## src/rtl/alu_share_arbiter.sv

```systemverilog
`default_nettype none
// ============================================================================
// Module   : alu_share_arbiter
// Purpose  : Shares one combinational ALU between two requesters. Requests are
//            arbitrated one at a time, and each result goes back over a
//            valid/ready handshake.
// Options  : ALU_ARB_FIXED_PRIO_EN - requester 0 always wins ties
//            (default build: round-robin arbitration)
// Revision : 1.0 - initial release
// ============================================================================
module alu_share_arbiter #(
    parameter int DATA_W = 32,
    parameter int FLAG_W = 32,
    parameter int OP_W   = 4
) (
    input  logic              clk,
    input  logic              rst_n,
    input  logic              req0_valid,
    output logic              req0_ready,
    input  logic [DATA_W-1:0] req0_a,
    input  logic [DATA_W-1:0] req0_b,
    input  logic [OP_W-1:0]   req0_op,
    input  logic              req1_valid,
    output logic              req1_ready,
    input  logic [DATA_W-1:0] req1_a,
    input  logic [DATA_W-1:0] req1_b,
    input  logic [OP_W-1:0]   req1_op,
    output logic              rsp0_valid,
    input  logic              rsp0_ready,
    output logic              rsp1_valid,
    input  logic              rsp1_ready,
    output logic [DATA_W-1:0] rsp_data,
    output logic [FLAG_W-1:0] rsp_flags,
    output logic [DATA_W-1:0] alu_a,
    output logic [DATA_W-1:0] alu_b,
    output logic [OP_W-1:0]   alu_op,
    input  logic [DATA_W-1:0] alu_out,
    input  logic [FLAG_W-1:0] alu_apsr,
    output logic              busy
);

    typedef enum logic [1:0] {
        S_IDLE  = 2'd0,
        S_ISSUE = 2'd1,
        S_RESP  = 2'd2
    } state_t;

    state_t r_state;
    state_t w_next_state;
    logic   r_grant;       // requester owning the op in flight
    logic   w_grant;       // requester that would win this cycle
    logic   w_accept;
    logic   w_rsp_taken;

`ifdef ALU_ARB_FIXED_PRIO_EN
    // Requester 1 only wins when requester 0 has nothing pending.
    always_comb begin
        w_grant = ~req0_valid;
    end
`else
    logic r_last_grant;

    always_comb begin
        if (req0_valid && req1_valid) begin
            w_grant = ~r_last_grant;
        end else begin
            w_grant = ~req0_valid;
        end
    end

    // Reset to 1 so requester 0 wins the first tie.
    always_ff @(posedge clk or negedge rst_n) begin
        if (!rst_n) begin
            r_last_grant <= 1'b1;
        end else if (w_accept) begin
            r_last_grant <= w_grant;
        end
    end
`endif

    assign w_accept    = (r_state == S_IDLE) && (req0_valid || req1_valid);
    assign req0_ready  = w_accept && !w_grant;
    assign req1_ready  = w_accept &&  w_grant;
    assign w_rsp_taken = r_grant ? rsp1_ready : rsp0_ready;

    always_ff @(posedge clk or negedge rst_n) begin
        if (!rst_n) begin
            r_state <= S_IDLE;
        end else begin
            r_state <= w_next_state;
        end
    end

    always_comb begin
        w_next_state = r_state;
        case (r_state)
            S_IDLE:  if (w_accept) w_next_state = S_ISSUE;
            S_ISSUE: w_next_state = S_RESP;
            S_RESP:  if (w_rsp_taken) w_next_state = S_IDLE;
            default: w_next_state = S_IDLE;
        endcase
    end

    always_ff @(posedge clk or negedge rst_n) begin
        if (!rst_n) begin
            alu_a   <= '0;
            alu_b   <= '0;
            alu_op  <= '0;
            r_grant <= 1'b0;
        end else if (w_accept) begin
            alu_a   <= w_grant ? req1_a  : req0_a;
            alu_b   <= w_grant ? req1_b  : req0_b;
            alu_op  <= w_grant ? req1_op : req0_op;
            r_grant <= w_grant;
        end
    end

    // The ALU has had the whole ISSUE cycle to settle on the latched operands.
    always_ff @(posedge clk or negedge rst_n) begin
        if (!rst_n) begin
            rsp_data  <= '0;
            rsp_flags <= '0;
        end else if (r_state == S_ISSUE) begin
            rsp_data  <= alu_out;
            rsp_flags <= alu_apsr;
        end
    end

    assign rsp0_valid = (r_state == S_RESP) && !r_grant;
    assign rsp1_valid = (r_state == S_RESP) &&  r_grant;
    assign busy       = (r_state != S_IDLE);

endmodule
`default_nettype wire

```

## config.mk

```make
export PLATFORM = sky130hd
export DESIGN_NAME = alu_share_arbiter
export DESIGN_NICKNAME = d
export VERILOG_FILES = /design/src/rtl/alu_share_arbiter.sv
export SDC_FILE = /design/constraint.sdc
export NUM_CORES = 1
export LEC_CHECK = 0
export ABC_AREA = 1
export CELL_PAD_IN_SITES_DETAIL_PLACEMENT = 1
export CELL_PAD_IN_SITES_GLOBAL_PLACEMENT = 2
export CORE_MARGIN = 4
export CORE_UTILIZATION = 18
export CTS_BUF_LIST = sky130_fd_sc_hd__clkbuf_16
export DETAILED_ROUTE_END_ITERATION = 12
export HOLD_SLACK_MARGIN = 0.06
export PLACE_DENSITY_LB_ADDON = 0.25
export SYNTH_ARGS = -nofsm -noshare
export SYNTH_HDL_FRONTEND = slang
export SYNTH_SLANG_ARGS = --single-unit
```

## constraint.sdc

```tcl
create_clock -name clk -period 1.15 [get_ports clk]
set_input_delay 0.115 -clock clk [delete_from_list [all_inputs] [get_ports clk]]
set_output_delay 0.115 -clock clk [all_outputs]
set_load 0.02 [all_outputs]
```

==> results of run 1 <==
-- cells by family (layout without fill, tap and decap cells) --
| kind of cell | count (synthesis) | in the layout | synth area share (%) |
|---|---|---|---|
| other | 0 | 3 | 0 |
| DFF | 136 | 136 | 56.9 |
| buffers and inverters | 70 | 529 | 5.39 |
| and+or+nand+nor | 480 | 480 | 37.4 |
| AOI/OAI and AO/OA | 3 | 4 | 0.314 |
-- synthesized netlist by cell type --
library cell               instances
sky130_fd_sc_hd__nand2_1         204
sky130_fd_sc_hd__nand3_1         201
sky130_fd_sc_hd__dfrtp_1         135
sky130_fd_sc_hd__nand4_1          68
sky130_fd_sc_hd__buf_2            36
sky130_fd_sc_hd__clkbuf_1         18
sky130_fd_sc_hd__buf_1             6
sky130_fd_sc_hd__nor2_1            5
sky130_fd_sc_hd__buf_4             4
sky130_fd_sc_hd__inv_1             4
sky130_fd_sc_hd__inv_2             2
sky130_fd_sc_hd__nor2_4            2
sky130_fd_sc_hd__o21ai_0           2
sky130_fd_sc_hd__dfstp_2           1
sky130_fd_sc_hd__o21ai_2           1
-- sequential cells by signal (all words and copies together), names as in the netlist --
name and cells:
rsp_data 32, alu_op 4, r_last_grant 1, alu_b 32, r_grant 1, alu_a 32, r_state 2, rsp_flags 32
-- stage by stage --
step	worst slack (ns)	cells	hold slack, ns
final	-0.424	1594	0.125
after global routing	-0.487	1594	0.121
after CTS	-0.482	1565	0.120
after detailed placement	-0.464	1449	0.0204
after global placement	-0.459	1449	0.0234
after floorplan	-0.0317	689	-0.181
-- power groups by stage --
stage	Combinational (mW)	Sequential, mW	Clock, mW
finish	27.1	8.89	5.71
global route	28.8	9.21	6.10
CTS	25.2	8.70	5.88
detailed placement	17.4	8.55	0
global placement	17.3	8.51	0
floorplan	5.76	11.3	0
-- worst max-delay path: cells and delay by family (launching register included) --
kind                   cells  cell delay [ns]
flip-flops                 1             0.52
AND/OR/NAND/NOR            3             0.19
buffers and inverters      4             0.32
-- layer usage --
layer	track usage (%)	vias to the layer above	wire [µm]
li1	-	3306	-
met1	25.1	3627	15900
met2	32.2	186	18700
met3	4.69	21	1710
met4	5.30	0	423
met5	0	-	0
-- path summary, 6_finish.rpt --
kind                                       to  slack [ns]  cells past startpoint
worst max register to register      alu_b[29]       -0.34                      7
worst max-delay path               req1_ready       -0.42                      7
worst min register to register  rsp_flags[28]        0.46                      2
min in group clk                      r_grant        0.16                      5
max in group asynchronous            alu_b[6]        0.48                      3
worst min-delay path                alu_b[23]        0.12                      2
-- area by class of cell --
class	instances	area, µm²
inverters	6	22.5
well taps	442	553
fillers	3596	19200
diodes	3	7.51
repair buffers	493	5430
flip-flops and latches	136	3410
multi-input cells	484	3550
clock inverters	13	158
clock buffers	17	425
-- timing repair --
action / 4_1_cts / 5_1_grt
hold buffers: 1 / 0
gates cloned: 40 / 9
resized for setup: 816 / 247
pin swaps: 83 / 76
setup buffers: 48 / 42
endpoints found under the hold margin: 136 / 0
setup endpoints to repair: 272 / 186
==> impl.org, run 1 <==
** Synth
- Post-synthesis register bit count :: 136
- Dominant cells by area after synthesis :: sky130_fd_sc_hd__dfrtp_1 56%, sky130_fd_sc_hd__nand3_1 17%, sky130_fd_sc_hd__nand2_1 13%, sky130_fd_sc_hd__nand4_1 7.1%, sky130_fd_sc_hd__buf_2 3.0%
- Number of cells produced by synthesis :: 689
- Summed over its instances, the top area cell type makes up between 50% and 60% of the synthesized netlist area.
- Of all cell types, the one taking the most synthesized area is sky130_fd_sc_hd__dfrtp_1.
- Synthesis Warnings :: 0
- Of the synthesized area, sequential elements account for 56.9%.
- Counting every net in the synthesized netlist gives 895.
- The netlist uses 15 different library cells.
- The cell area that synthesis handed to floorplanning was 5980 µm².
- Average cell area after synthesis :: 8.69 µm²

** Final layout
- Final net count :: 1344
- Of the cells placed in the final design, the portion with a size suffix greater than 1 is 50.1%.
- Leaving out fill and tap cells, the most frequent cell in the layout is sky130_fd_sc_hd__clkdlybuf4s50_1.
- From synthesis to final layout, the design area changed by 126%.
- Top library cells by usage in the layout, fill and taps aside :: 203 x sky130_fd_sc_hd__clkdlybuf4s50_1, 144 x sky130_fd_sc_hd__nand3_2, 134 x sky130_fd_sc_hd__dfrtp_1
- Once layout is done, the placed cells without fillers occupy approximately 14000 µm².
- At the end of the flow the core is filled with cells to 41.4%.

** Critical path
- By startpoint and endpoint, the worst setup path is classified as reg2out.
- Beginning of the critical path :: r_last_grant
- Dominant cell type by count on the critical path :: sky130_fd_sc_hd__nand2_4
- STA classifies the critical path endpoint as an output port.
- Max FO, Critical Path :: 3
- STA classifies the critical path startpoint as a flip-flop.
- Reg-to-Reg Start :: r_state[0]
- Maximum single-stage delay on the critical path :: 0.52 ns
- CP Cell Sequence :: inv_2, nand2_4, nand2_4, buf_6, nand2_4, inv_2, buf_6
- Required time at the endpoint of the critical path :: between 1 and 1.5 ns
- Worst Path Arrival :: 1.46 ns
- On the critical path, the stage with the largest delay is an instance of sky130_fd_sc_hd__dfstp_2.

** Timing
- The count of final max-slew check failures is 0.
- Worst setup slack after layout :: -0.424 ns
- RSZ-0062 raised after global routing :: true
- For the pin with the worst max-slew slack, the measured transition is about 0.58 ns.
- Final-report setup violation count :: between 100 and 150
- Setup skew after layout :: slightly below 0.009 ns
- Minimum period implied by the final worst setup slack :: roughly 1.6 ns
- Setup_tns :: -34.84 ns
- Final hold violation count :: 0
- Of the available clock period, the critical path in the final layout requires 137%.
- Based on the critical path, the design can be clocked at up to 0.635 GHz.
- The worst pin sits at a relative slew slack of 61.5%.

** Status
- Failing checks :: negative setup slack
- The run finished, with violations left.

** Power
- Across the VDD grid, the largest voltage drop is 1.24 mV.
- The analysis attributes to cell leakage a power of 6.34 nW.
- Logic pwr share :: 65.0%
- Internal power :: around 24 mW
- The clock network burns 13.7% of the power.
- Sequential share of power :: 21.3%
- For this design the total switching power over the nets is 18.2 mW.
- In this run the power density over the cells is 3080 nW/µm².
- Switching share of power :: a little over two fifths
- Total power for the finished layout comes to 41.7 mW.

** CTS
- Clock latency of the later-clocked register in the worst-skew pair :: 0.43 ns
- Total clock buffers created by CTS :: 17
- In this run the clock root is driven by a sky130_fd_sc_hd__clkbuf_16.
- The clock passes through at most 2 buffers.
- Clock tree from TritonCTS :: yes
- Maximum level of the CTS H-tree :: 4
- Clock-pin slew was measured on the worst setup and hold paths at roughly 0.060 ns.
- Clock tree synthesis found a total of 136 sinks.

** Routing
- The first routing iteration left roughly 220 violations.
- For this run, the detailed router's first-pass iteration total came to 4.
- Residual DRC :: 0
- In the final routed layout, each cell accounts on average for about 23 µm.
- After detailed routing, the total wire length is 36.8 mm.
- The routed layout has 7140 vias.
- Using the TritonRoute via totals, the vias-per-cell ratio works out to 4.48.
- Remaining antenna violation count :: 0

** Placed design
- In this run the tool buffered the top-level ports with roughly 340 buffer cells.
- The HPWL after detailed placement is 20.1 mm.
- Gp weighted congestion :: 0.736
- After detailed placement, the total cell area comes to 10200 µm².

** GRT
- First-pass GRT wire length :: 52.4 mm
- Total routing resource utilization after global routing :: between 10% and 20%
- Total overflow reported by the global router :: 0
- The via count of the first global-routing pass was 7656.
- Initial antenna violation count :: 3
- Pin count of the biggest net entering global routing :: 38

** Min path
- The min-delay analysis places its worst path in the category in2async.

** Floorplanning
- Overall die area :: 36200 µm²
- During I/O placement, the number of pins put on the boundary was 343.
- Die Ht :: 190 µm
- From left edge to right edge, the die measures 190 µm.
- Initial core utilization :: 18.3%
- The initialized floorplan defines 66 standard-cell rows.
- The total area inside the core boundary comes to 32700 µm².

** Run
- Max-Cap Viols :: 0
(Power assumes the default switching activity.)
==> run 2: changes to the inputs <==
Clock period 1.15 ns to 1.4 ns, I/O delays scaled along.
==> run 2 against run 1 <==
The flow still finishes with violations (negative setup slack). Total power is 40% lower. Critical path depth is 2 lower. First-iteration DRC count shrank 20%. Sequential cell count unchanged. Highest routed layer unchanged. Largest cell class unchanged. Sequential power decreased by 22%. Register-to-register slack better by 0.24 ns.
==> impl.org, run 2 (synthesized netlist as in run 1, its figures left out) <==
** Power
- Clock network fraction of total power :: 16.6%
- Switch Pwr :: 11.3 mW
- PD cells :: 2300 nW/µm²
- Largest voltage drop on the vdd net :: about 0.83 mV
- Net switching is between 40% and 50% of the power.
- Internal power comes to 13.9 mW.
- Logic pwr share :: 55.8%
- Sequential share of power :: 27.6%
- The analysis attributes to cell leakage a power of about 5.2 nW.

** Floorplanning
- Die outline width :: 190 µm
- In this run the core area contains 66 standard-cell rows.
- The die covers ~36000 µm².
- Initial core utilization :: between 10% and 20%
- The floorplan step defined a core boundary enclosing around 33000 µm².
- Measured along the y axis, the die boundary spans 190 µm.
- For this design the top-level I/O count stands at roughly 340.

** Timing
- Least-Margin Pin Slew :: 0.395 ns
- Final Hold Slack :: 0.208 ns
- After routing, the total negative slack on setup checks comes to -5.48 ns.
- Minimum period implied by the final worst setup slack :: 1.53 ns
- RSZ-0062 raised after global routing :: true
- Worst setup slack after layout :: -0.135 ns
- Maximum frequency from static timing analysis :: about 0.65 GHz
- In this run the tightest slew margin relative to its limit is 73.7%.
- Part of the cycle the worst path needs :: 110%
- The count of final max-slew check failures came to 0.
- Setup skew after layout :: 0.0127 ns
- Final-report setup violation count :: 72
- The number of failing hold endpoints at the final stage came to 0.

** Final layout
- Area taken by flip-flops and latches :: ~3400 µm²
- Commonest non-fill, non-tap cell in the layout :: sky130_fd_sc_hd__clkdlybuf4s50_1
- End-of-flow core utilization :: around 34%
- P&R area growth vs syn :: 83.1%
- The filler cells instantiated in the layout total 3815.
- After routing the design area is 11000 µm².
- Top library cells by usage in the layout, fill and taps aside :: 203 x sky130_fd_sc_hd__clkdlybuf4s50_1, 197 x sky130_fd_sc_hd__nand3_1, 193 x sky130_fd_sc_hd__nand2_1
- Summing all multi-input logic gate instances after layout gives between 2000 and 2500 µm².
- Final net count :: 1253
- Final std cells w/o fill :: 1501
- Share of post-route cells with drive strength above 1 :: between 10% and 20%

** CTS
- Clock-pin slew was measured on the worst setup and hold paths at 0.07 ns.
- Counting every sink on the clock net gives 136.
- Maximum number of buffers from clock root to sink :: 2
- Total clock buffers created by CTS :: 17
- The clock tree synthesis step divided the H-tree into 4 levels.
- Clock tree from TritonCTS :: yes
- The later pin in the worst-skew pair is clocked with a latency of 0.42 ns.
- Root Buffer :: sky130_fd_sc_hd__clkbuf_16

** Routing
- In the final routed layout, each cell accounts on average for just under 20 µm.
- Remaining antenna violation count :: 0
- DRT Wirelength :: 29.8 mm
- Vias per cell :: approximately 4.4
- In the routed design, unresolved DRC markers number 0.
- Detailed routing inserted a total of 6574 vias.
- Router iterations before antenna repair :: 4
- The detailed router finished its first iteration with between 150 and 200 violations.

** GRT
- The via count of the first global-routing pass came to 6952.
- Pin count of the biggest net entering global routing :: 66
- For this run, the total global-route usage over all layers was measured as between 15 and 20%.
- Initial antenna violation count :: 2
- Total overflow reported by the global router :: 0
- The first global-routing pass estimated between 40 and 50 mm of wire.

** Critical path
- The worst register-to-register path begins at r_state[1].
- Max FO, Critical Path :: 4
- Crit start category :: flip-flop
- At the worst endpoint, the required time is around 1.3 ns.
- Worst reg2reg path depth :: 8
- Tracing the worst setup path back leads to its startpoint at r_last_grant.
- Critical path endpoint category :: output port
- Class of the most critical setup path :: reg2out
- Worst Path Arrival :: 1.39 ns

** Placed design
- After detailed placement, the design holds a cell count of 1454.
- The wire-length estimate of the detail-placed layout is roughly 20 mm.
- In this run the cell area measured after placement is a little over 10000 µm².
- During placement, the flow inserted port buffers numbering 342.
- At the end of routability-driven placement, the weighted congestion stood at between 0.7 and 0.8.

** Status
- Failing checks :: negative setup slack
- The run finished, with violations left.

** Run
- Max-cap violations in this run came to 0.

** Min path
- The min-delay analysis places its worst path in the category in2async.
[run 2: changes by cell type in the layout (fill, tap and decap cells not counted), sizes merged, moves of 2 or more]
cell,delta
buf,-214
bufinv,-2
clkbuf,-5
clkdlybuf4s15,+2
dlygate4sd2,+128
[run 2: stage by stage]
step                      setup WS, ns  total power, mW
after global placement          -0.367             21.2
after detailed placement        -0.370             21.3
after floorplan                 0.0264             13.8
after global routing            -0.205             27.1
final                           -0.135             25.2
after CTS                       -0.203             24.7
[run 2: power groups by stage]
stage	Combinational (mW)	Sequential [mW]	Clock, mW
finish	14.0	6.94	4.19
floorplan	4.49	9.29	0
global placement	14.2	7.01	0
global route	15.3	7.24	4.55
detailed placement	14.3	7.04	0
CTS	13.4	6.95	4.36
[run 2: final cells by class]
cell class | count | share of cell area [%]
Timing Repair Buffer | 403 | 37.2
Multi-Input combinational cell | 483 | 21.7
Clock buffer | 17 | 3.88
Inverter | 6 | 0.206
Antenna cell | 2 | 0.0457
Tap cell | 442 | 5.05
Sequential cell | 136 | 31.1
Clock inverter | 12 | 0.822
[run 2: repair_timing]
action	in CTS	in global routing
pin swaps	5	5
cloned	0	7
hold buffers	1	0
hold endpoints to repair	135	0
setup endpoints to repair	270	144
gates resized for setup	181	28
buffers inserted	5	5
[run 2: routing by layer]
layer	part of all wire [%]	GRT usage [%]
met3	10	7.29
met1	42	19.1
met2	47	24.8
met5	0	0
met4	0.76	3.04
[run 2: final timing paths]
kind | end | slack, ns
setup reg to reg | alu_a[4] | -0.10
hold reg to reg | rsp_data[23] | 0.46
hold / removal | rsp_flags[21] | 0.21
min in group clk | alu_b[23] | 0.27
max in group asynchronous | r_last_grant | 0.58
setup / recovery | req0_ready | -0.13
[run 2: worst max-delay path, cell delays in order, from the launching register on]
cell and delay, ns:
sky130_fd_sc_hd__dfstp_2 0.53, sky130_fd_sc_hd__inv_2 0.05, sky130_fd_sc_hd__nand2_4 0.06, sky130_fd_sc_hd__nand2_4 0.07, sky130_fd_sc_hd__nor2_4 0.13, sky130_fd_sc_hd__buf_6 0.12
